## src/rtl/tdm_pkg.sv

```systemverilog
// Shared slot encoding and sizing for the TDM receive path.
// The slot codes match the select encoding of the transmit-side multiplexer.
package tdm_pkg;

  typedef enum logic [1:0] {
    SL_A    = 2'd0,
    SL_B    = 2'd1,
    SL_C    = 2'd2,
    SL_IDLE = 2'd3
  } slot_e;

  localparam int NUM_SLOTS = 3;
  localparam int HOLD_MAX  = 15;
  localparam int CNT_W     = 4;

  function automatic slot_e next_slot(input slot_e s);
    case (s)
      SL_A:    return SL_B;
      SL_B:    return SL_C;
      default: return SL_IDLE;
    endcase
  endfunction

endpackage

```

## src/rtl/tdm_slot_timer.sv

```systemverilog
// Hold counter for one TDM slot: counts 0..HOLD-1 while running.
// 'clear' forces the current cycle to count 0, so a sync cycle is already the first slot cycle.
module tdm_slot_timer
  import tdm_pkg::*;
#(
  parameter int HOLD = 1
) (
  input  logic clk,
  input  logic rst_n,
  input  logic clear,
  input  logic run,
  output logic last
);

  localparam logic [CNT_W-1:0] LAST_CNT = CNT_W'(HOLD - 1);

  logic [CNT_W-1:0] cnt_q;
  logic [CNT_W-1:0] cnt_eff;

  assign cnt_eff = clear ? '0 : cnt_q;
  assign last    = (cnt_eff == LAST_CNT);

  // NOTE: sequential state uses non-blocking assignments so every flop samples pre-edge values.
  always_ff @(posedge clk or negedge rst_n) begin
    if (!rst_n) begin
      cnt_q <= '0;
    end else if (!run || last) begin
      cnt_q <= '0;
    end else begin
      cnt_q <= cnt_eff + CNT_W'(1);
    end
  end

endmodule

```

## src/rtl/tdm_demultiplexer.sv

```systemverilog
// Receive side of the 3-channel TDM link: recovers a/b/c from the shared line and
// publishes each complete frame atomically with a one-cycle strobe.
module tdm_demultiplexer
  import tdm_pkg::*;
#(
  parameter int WIDTH = 1,
  parameter int HOLD  = 1
) (
  input  logic             clk,
  input  logic             rst_n,
  input  logic [WIDTH-1:0] din,
  input  logic             sync,
  output logic [WIDTH-1:0] out_a,
  output logic [WIDTH-1:0] out_b,
  output logic [WIDTH-1:0] out_c,
  output logic             frame_valid,
  output logic             frame_err,
  output logic [1:0]       slot
);

  slot_e state_q, state_d;
  slot_e cur_slot;
  logic  run, last, sample, publish, abort;

  logic [WIDTH-1:0] sh_a, sh_b;

  // A sync restarts slot 0 in the same cycle, whatever state we were in.
  assign cur_slot = sync ? SL_A : state_q;
  assign run      = (cur_slot != SL_IDLE);

  tdm_slot_timer #(.HOLD(HOLD)) u_timer (
    .clk   (clk),
    .rst_n (rst_n),
    .clear (sync),
    .run   (run),
    .last  (last)
  );

  always_ff @(posedge clk or negedge rst_n) begin
    if (!rst_n) begin
      state_q <= SL_IDLE;
    end else begin
      state_q <= state_d;
    end
  end

  // NOTE: every combinational output gets a default first, so no path can infer a latch.
  always_comb begin
    state_d = state_q;
    sample  = 1'b0;
    publish = 1'b0;
    abort   = sync && (state_q != SL_IDLE);
    if (run) begin
      sample  = last;
      state_d = last ? next_slot(cur_slot) : cur_slot;
      publish = last && (cur_slot == SL_C);
    end
  end

  // NOTE: shadows are reset along with the outputs; no stale data can leak into a frame.
  always_ff @(posedge clk or negedge rst_n) begin
    if (!rst_n) begin
      sh_a        <= '0;
      sh_b        <= '0;
      out_a       <= '0;
      out_b       <= '0;
      out_c       <= '0;
      frame_valid <= 1'b0;
      frame_err   <= 1'b0;
    end else begin
      frame_valid <= publish;
      frame_err   <= abort;
      if (sample && cur_slot == SL_A) sh_a <= din;
      if (sample && cur_slot == SL_B) sh_b <= din;
      // Channel c is taken straight from the line so the frame lands in one edge.
      if (publish) begin
        out_a <= sh_a;
        out_b <= sh_b;
        out_c <= din;
      end
    end
  end

  assign slot = state_q;

endmodule

```

## config.mk

```make
export PLATFORM = sky130hd
export DESIGN_NAME = tdm_demultiplexer
export DESIGN_NICKNAME = d
export VERILOG_FILES = /design/src/rtl/tdm_pkg.sv /design/src/rtl/tdm_slot_timer.sv /design/src/rtl/tdm_demultiplexer.sv
export SDC_FILE = /design/constraint.sdc
export NUM_CORES = 1
export LEC_CHECK = 0
export ABC_AREA = 1
export BUFFER_PORTS_ARGS = -buffer_cell sky130_fd_sc_hd__buf_2
export CORE_AREA = 10 10 47 49
export DETAILED_ROUTE_END_ITERATION = 7
export DIE_AREA = 0 0 57 59
export PLACE_DENSITY = 0.67
export SLEW_MARGIN = 20
export SYNTH_ARGS = -nofsm -noshare
export SYNTH_HDL_FRONTEND = slang
export SYNTH_SLANG_ARGS = --single-unit
```

## constraint.sdc

```tcl
create_clock -name clk -period 1.5 [get_ports clk]
set_input_delay 0.075 -clock clk [delete_from_list [all_inputs] [get_ports clk]]
set_output_delay 0.075 -clock clk [all_outputs]
set_load 0.05 [all_outputs]
```

Word level (Yosys, flattened, before mapping)
Cells that the tools add are included.

word-level totals
  register bits after elaboration = 13
  bits of input ports = 4
  output and inout port bits = 7
  logic and storage cells = 29

operators by class
  add/sub/neg operators = 1
  equal/unequal tests = 4
  mux-type cells = 7
  reductions and logical operators = 8

operator list
  kind                                                                    count
  4-bit 2-to-1 mux                                                        2
  4-bit by 1-bit adder with 4-bit output (second input constant)          1
  1-bit logical AND                                                       4
  4-bit logical NOT                                                       1
  2-bit 2-to-1 mux                                                        2
  2-bit inequality test (second input constant)                           2
  2-bit case mux with 2 select lines                                      1
  2-bit by 1-bit equality test with 1-bit output (second input constant)  1
  2-bit equality test (second input constant)                             1
  2-bit logical NOT                                                       1
  1-bit 2-to-1 mux                                                        2
  1-bit logical NOT                                                       1
  1-bit logical OR                                                        1

Longest topological paths before layout
Gate-level depths: netlist of run 1.

  depth after elaboration = 5
  depth in mapped cells = 7
  gate-level depth less buffers = 7

Cells and area by module
A second synthesis of run 1 with hierarchy kept.

unflattened totals
  cells, all modules = 71
  area total of the unflattened synthesis = 630.6 um^2

modules (own cells, without submodules)
  module             instances  cells each  area each (um^2)  sequential area each (um^2)
  tdm_demultiplexer  1          42          394.1             227.7
  tdm_slot_timer     1          29          236.5             100.1

Least setup slack after synthesis of run 1
Ideal clock, no wire load.

  path type = reg2reg
  start = reg state_q[1], in the netlist slot[1]
  end = reg out_a
  setup time = 0.119 ns
  data arrival time = 1.161 ns
  required time = 1.381 ns
  slack = 0.220 ns
  cell stages (with the launch flop) = 6
  path buffers = 0
  period minus slack after synthesis = 1.280 ns
  cells stage by stage = dfstp_2 -> nand2_2 -> nor2_2 -> nand3_2 -> nand2_1 -> nand2_1

between the ends
  longest elaborated chain between the ends = 4
  elaborated cells on any way between the ends = 5
  those cells by class = eq/ne: 2; mux: 2; reduce/logical: 1

ends and longest elaborated chain
  element                   RTL line                 RTL
  start: declaration        tdm_demultiplexer.sv:21  slot_e state_q, state_d;
  start signal: assignment  tdm_demultiplexer.sv:43  state_q <= state_d;
  2-bit 2-to-1 mux *        tdm_demultiplexer.sv:28  assign cur_slot = sync ? SL_A : state_q;
  2-bit equality test       tdm_demultiplexer.sv:56  publish = last && (cur_slot == SL_C);
  1-bit logical AND         tdm_demultiplexer.sv:56
  1-bit 2-to-1 mux *        tdm_demultiplexer.sv:53  if (run) begin
  end signal: assignment    tdm_demultiplexer.sv:65  out_a <= '0;
  end signal: assignment    tdm_demultiplexer.sv:77  out_a <= sh_a;
  end: declaration          tdm_demultiplexer.sv:13  output logic [WIDTH-1:0] out_a,

Mark *: on every way between the ends. The rest lies on a longest branch, timed or not.
A chain may end at the register's enable or synchronous reset.

Worst setup path after layout of run 1
  start = reg u_timer.cnt_q[1]
  end = reg out_a

between the ends
  longest elaborated chain between the ends = 4

ends and longest elaborated chain
  element                   RTL line                 RTL
  start: declaration        tdm_slot_timer.sv:17     logic [CNT_W-1:0] cnt_q;
  start signal: assignment  tdm_slot_timer.sv:30     cnt_q <= cnt_eff + CNT_W'(1);
  4-bit 2-to-1 mux          tdm_slot_timer.sv:20     assign cnt_eff = clear ? '0 : cnt_q;
  4-bit logical NOT         tdm_slot_timer.sv:21     assign last = (cnt_eff == LAST_CNT);
  1-bit logical AND         tdm_demultiplexer.sv:56
  1-bit 2-to-1 mux          tdm_demultiplexer.sv:53

Every way passes these cells.

==> results of run 1 <==
kinds of logic (layout without fill, tap and decap cells):
| kind of cell | count (synthesis) | count (layout) | share of synthesized area, % |
|---|---|---|---|
| AO/OA/AOI/OAI | 6 | 6 | 5.64 |
| flip-flops | 13 | 13 | 54.7 |
| AND/OR/NAND/NOR | 40 | 40 | 29.6 |
| adder cells (fa/ha/maj) | 2 | 2 | 4.17 |
| XOR/XNOR | 1 | 1 | 1.46 |
| buffers and inverters | 7 | 22 | 4.38 |
worst max-delay path, cell delays in order, from the launching register on:
cell and delay, ps:
dfrtp_1 360, nand2_1 120, ha_1 280, nand2_1 120, nor2_4 130, nand3_1 80, nand2_1 70
per-layer routing:
layer  routed length, um  GRT usage [%]  vias up
met3                  87           3.00        5
met2                 500           11.6       11
met4                  34           5.03        0
li1                    -              -      247
met5                   0              0        -
met1                 514           8.02      223
cells in the mapped netlist, drive strengths merged:
master / count / area share (%)
dfstp: 2 / 8.8
nor2: 8 / 6.7
ha: 2 / 4.2
o21ai: 5 / 4.8
inv: 7 / 4.4
nand3: 8 / 7.5
nand2: 24 / 15
xor2: 1 / 1.5
dfrtp: 11 / 46
a21oi: 1 / 0.83
final cells by class:
type                    count  share of cell area (%)
repair buffers             11                    8.51
clock buffers               4                    3.72
inverters                   7                    3.72
flip-flops and latches     13                    46.5
multi-input cells          49                    34.8
well taps                  16                    2.84
registers in the layout (all words and copies together) (netlist names):
signal	cells
frame_err	1
u_timer.cnt_q	4
frame_valid	1
out_c	1
sh_a	1
out_a	1
slot	2
sh_b	1
out_b	1
stage by stage:
stage	total power, mW	area [um2]	hold WS (ps)	utilization (%)
after floorplan	0.596	599	-221	-
after global placement	0.656	669	-26.9	47.8
after detailed placement	0.659	669	-24.3	47.8
after CTS	0.873	706	68.9	50.4
after global routing	0.915	706	74.2	50.4
final	0.864	706	65.1	50.4
path summary, 6_finish.rpt:
| check | end | slack [ps] | depth (start not counted) |
|---|---|---|---|
| max | out_a | 270 | 6 |
| min | sh_a | 70 | 3 |
| max reg2reg | out_a | 270 | 6 |
| min reg2reg | sh_b | 470 | 2 |
| max in group asynchronous | slot[1] | 1020 | 2 |
| min in group asynchronous | frame_err | 210 | 2 |
what timing repair did:
item | in CTS | in global routing
hold buffers | 1 | 0
endpoints found under the hold margin | 13 | 0
buffers inserted | 0 | 0
report_power, final:
| group | switching (mW) | internal (mW) |
|---|---|---|
| Clock | 0.111 | 0.103 |
| Sequential | 0.0240 | 0.397 |
| Combinational | 0.180 | 0.0495 |
==> results_dict.tcl, run 1 <==
set metrics [dict create \
    clockBufferDepth 2 \
    clock_latency_ps 270 \
    register_area_um2 328 \
    cts_tree "yes" \
    layout-drive-gt1-share_pct 25.0 \
    num_rows 14 \
    dieHeight_um 59 \
    grt_max_degree 14 \
    root_buffer "clkbuf_4" \
    clock_skew_ps 3.17 \
    firstDrtPassIters 4 \
    leakage_nw 0.396 \
    start_util_pct 42.8 \
    tightest_slew_ps 291 \
    finalMaxSlewViolations 0 \
    vias 486 \
    syn-num-nets 75 \
    rsz0062_at_grt "no" \
    crit_arrival_ps 1440 \
    timing.fmax_mhz 814 \
    antennaDiodeCount 0 \
    min_from "din" \
    first_global_vias 467 \
    nNetsFinal 91 \
    slew_headroom_pct 80.6 \
    ctsHtreeMaxLevel 1 \
    n_fill_cell 151 \
    grt_pass1_wl_um 1990 \
    core-area_um2 1400 \
    final_antenna_net_count 0 \
    routed_via_density 4.86 \
    die_area_um2 3360 \
    period_needed_ps 1230 \
    setup_viol 0 \
    dp_slack_ps 282 \
    setup_slack_ps 271 \
    cts_sinks 13 \
    first_iter_violations 5 \
    status "finished, final reports clean" \
    r2r_start "u_timer.cnt_q[1]" \
    power-per-cell-area_nw_per_um2 1220 \
    crit_fanout 5 \
    syn_area_um2 599 \
    overflow 0 \
    area_growth_pct 17.7 \
    path_class "register to register" \
    syn_inst 69 \
    gp_congestion 0.719 \
    port_buffers 10 \
    syn_avg_cell_area_um2 8.69 \
    synth_cell_types 16 \
    ios 11 \
    timing.final.crit_share_pct 81.9 \
    cts_resized 0 \
    hold_class "input port to register" \
    fin_tns_setup_ps 0 \
    cts-buffers-inserted 3 \
    antenna_found_initial 0 \
    maxCapViolations 0 \
    ys_seq_area_share_pct 54.7 \
    vdd_drop_max_v 0.000522 \
    layout_common_cells "nand2_1, dfrtp_1, buf_2, nand3_1" \
    drc_errors 0 \
    startpoint_type "register" \
    hpwl_um 888 \
    wl_um 1140 \
    fin_cells 100 \
    path_clk_slew_ps 80 \
    critPathLaunch "u_timer.cnt_q[1]" \
    hold_violations 0 \
    grtUsageTotal_pct 7.41 \
    multi_input_comb_area_um2 245 \
    yosys_warnings 0 \
    end_kind "register" \
    layout_commonest_cell "nand2_1" \
    dpl.cell_count 95 \
    wl_per_cell_um 11.4 \
    crit_required_ps 1710 \
    chipWidth_um 57 \
    ys_ff_latch 13 \
]
No activity file was read; power rests on OpenSTA's default activity.
==> run 2, diff against run 1 <==
ABC_AREA = 0   (was 1)
clock period = 1.18 ns   (was 1.5 ns; I/O delays follow)
==> run 2 against run 1 <==
Compared with the run above:
- the run now ends with negative setup slack left
- die area unchanged
- count of clock-buffer cells in the layout is the same
- register-to-register slack worse by 500 ps
- clock skew decreased by 1.7 ps
- critical path depth decreased by 3
==> results_dict.tcl, run 2 <==
set metrics [dict create \
    status "finished, violations left" \
    violations "negative setup slack" \
    hold_end "u_timer.cnt_q[3]" \
    cp_slowest_stage_delay_ps 640 \
    die_area_um2 3360 \
    min_path_cells 2 \
    reg2reg_depth 3 \
    antennaDiodeCount 0 \
    maxCapViolations 0 \
    power_frac_seq_pct 47.2 \
    clockBufferDepth 2 \
    fin_cells 91 \
    drc_errors 0 \
    min_from "sync" \
    power_mw 1.13 \
    layout_commonest_cell "dfrtp_1" \
    synthArstFlopShare_pct 100 \
    timing.fmax_mhz 708 \
    fin_util_pct 60.1 \
    crit_arrival_ps 1580 \
    finalMaxSlewViolations 0 \
    p_int_mw 0.740 \
    slew_headroom_pct 80.1 \
    cts_sinks 13 \
    multi_input_comb_area_um2 285 \
    period_needed_ps 1410 \
    num_rows 14 \
    ys_seq_area_share_pct 54.4 \
    core-area_um2 1400 \
    leakage_nw 0.400 \
    crit_required_ps 1350 \
    nNetsFinal 82 \
    path_clk_slew_ps 80 \
    start_util_pct 43.0 \
    power-per-cell-area_nw_per_um2 1350 \
    first_global_vias 492 \
    fin_tns_setup_ps -1590 \
    switchingPower_mw 0.394 \
    end_kind "register" \
    root_buffer "clkbuf_4" \
    yosys.area.top_type_share_pct 45.6 \
    yosysMostFrequentCell "dfrtp_1" \
    netlist_top_cells_area "dfrtp_1, dfstp_2, mux2_1, ha_1, nor2_1" \
    layout_common_cells "dfrtp_1, buf_2, buf_4, nor2_2, mux2_1" \
    worstPathCellList "and2b_1 > and4b_1 > mux2_4" \
    r2r_start "slot[0]" \
    synth_edf_count 0 \
    wl_per_cell_um 13.2 \
    setup_viol 12 \
    crit_fanout 4 \
    dpl.cell_count 85 \
    antenna_found_initial 0 \
    n_fill_cell 126 \
    syn_inst 50 \
    clock_latency_ps 280 \
    timing.final.crit_share_pct 120 \
    rsz0062_at_grt "yes" \
    vias 449 \
    startpoint_type "register" \
    cts_tree "yes" \
    syn_area_um2 603 \
    routed_via_density 4.93 \
    synth_common_cells "dfrtp_1, nor2_1, inv_1, mux2_1" \
    largest_reg_flops 4 \
    register_area_um2 335 \
    synth_flop_cell "dfrtp_1" \
    first_iter_violations 10 \
    syn_avg_cell_area_um2 12.1 \
    hpwl_um 937 \
    clock_skew_ps 1.51 \
    vdd_drop_max_v 0.000690 \
    setup_slack_ps -231 \
    dieHeight_um 59 \
    yosys_warnings 0 \
    cp_slowest_cell "dfstp_4" \
    p_clk_share_pct 24.3 \
    tightest_slew_ps 299 \
    port_buffers 10 \
    cts-buffers-inserted 3 \
    path_class "register to register" \
    crit_family "flip-flops" \
    layout-drive-gt1-share_pct 50.7 \
    ys_ff_latch 13 \
    yosys.area.top_type "dfrtp_1" \
    area_growth_pct 39.6 \
    chipWidth_um 57 \
    hold_class "input port to register" \
    syn-num-nets 56 \
    top_register "u_timer.cnt_q" \
    cp_num_buf_inv 0 \
    wl_um 1200 \
    p_sw_share_pct 34.7 \
    rrSetupSlack_ps -230 \
    grt_pass1_wl_um 2220 \
    firstDrtPassIters 2 \
    rr_endpoint "sh_b" \
    grt_max_degree 14 \
    final_antenna_net_count 0 \
    hold_violations 0 \
    ios 11 \
    overflow 0 \
    ctsHtreeMaxLevel 1 \
    comb_power_share_pct 28.6 \
    gp_congestion 0.786 \
    synth_cell_types 25 \
    grtUsageTotal_pct 8.46 \
]
[run 2: how the worst max path moves through the flow]
stage	from	to	slack, ps	depth (start not counted)
final	slot[0]	sh_b	-230	3
after global routing	slot[0]	sh_b	-270	3
after CTS	slot[0]	sh_b	-220	3
after detailed placement	u_timer.cnt_q[1]	sh_b	-250	5
after global placement	u_timer.cnt_q[1]	sh_b	-210	5
after floorplan	slot[0]	sh_b	-340	3
[run 2: worst register-to-register path, stage by stage (launching register included)]
cell     delay (ps)
dfstp_4         640
and2b_1         130
and4b_1         230
mux2_4          300
[run 2: repair_timing]
| action | CTS | global route |
|---|---|---|
| hold endpoints to repair | 13 | 0 |
| hold buffers | 1 | 0 |
| setup endpoints to repair | 13 | 13 |
| gates cloned | 0 | 0 |
| pin swaps | 2 | 1 |
| setup buffers | 1 | 0 |
| gates resized for setup | 6 | 8 |
[run 2: final cells by class]
cell class / instances / area share (%)
timing repair buffer: 22 / 19.0
inverter: 4 / 1.78
clock buffer: 4 / 3.12
sequential: 13 / 39.8
tap: 16 / 2.38
multi-input combinational: 32 / 33.9
[run 2: cell families (layout without fill, tap and decap cells)]
kind of cell / count (synthesis) / count (layout) / synth area share (%)
AO/OA/AOI/OAI: 5 / 5 / 5.81
XOR/XNOR: 2 / 2 / 2.91
adder cells (fa/ha/maj): 2 / 2 / 4.15
buffers and inverters: 5 / 30 / 4.36
flip-flops: 13 / 13 / 54.4
multiplexers: 5 / 5 / 9.96
AND/OR/NAND/NOR: 18 / 18 / 18.5
[run 2: layer usage]
layer  track usage [%]  wire length [um]  up-vias
li1                  -                 -      219
met1              8.42               475      217
met2              14.0               608       10
met3              4.29                92        3
met4              5.03                24        0
met5                 0                 0        -
[run 2: per-stage QoR]
stage	setup WS (ps)	instance area (um2)	hold WS [ps]
after CTS	-225	818	3.34
after global routing	-269	842	28.5
after floorplan	-343	613	-237
after global placement	-214	747	-44.0
final	-231	842	30.6
after detailed placement	-251	747	-40.4
[run 2: power by group through the flow]
stage / clock network [mW] / registers (mW) / logic (mW)
global placement: 0 / 0.542 / 0.309
floorplan: 0 / 0.703 / 0.0625
global route: 0.303 / 0.545 / 0.346
finish: 0.275 / 0.535 / 0.324
detailed placement: 0 / 0.544 / 0.312
CTS: 0.278 / 0.535 / 0.328
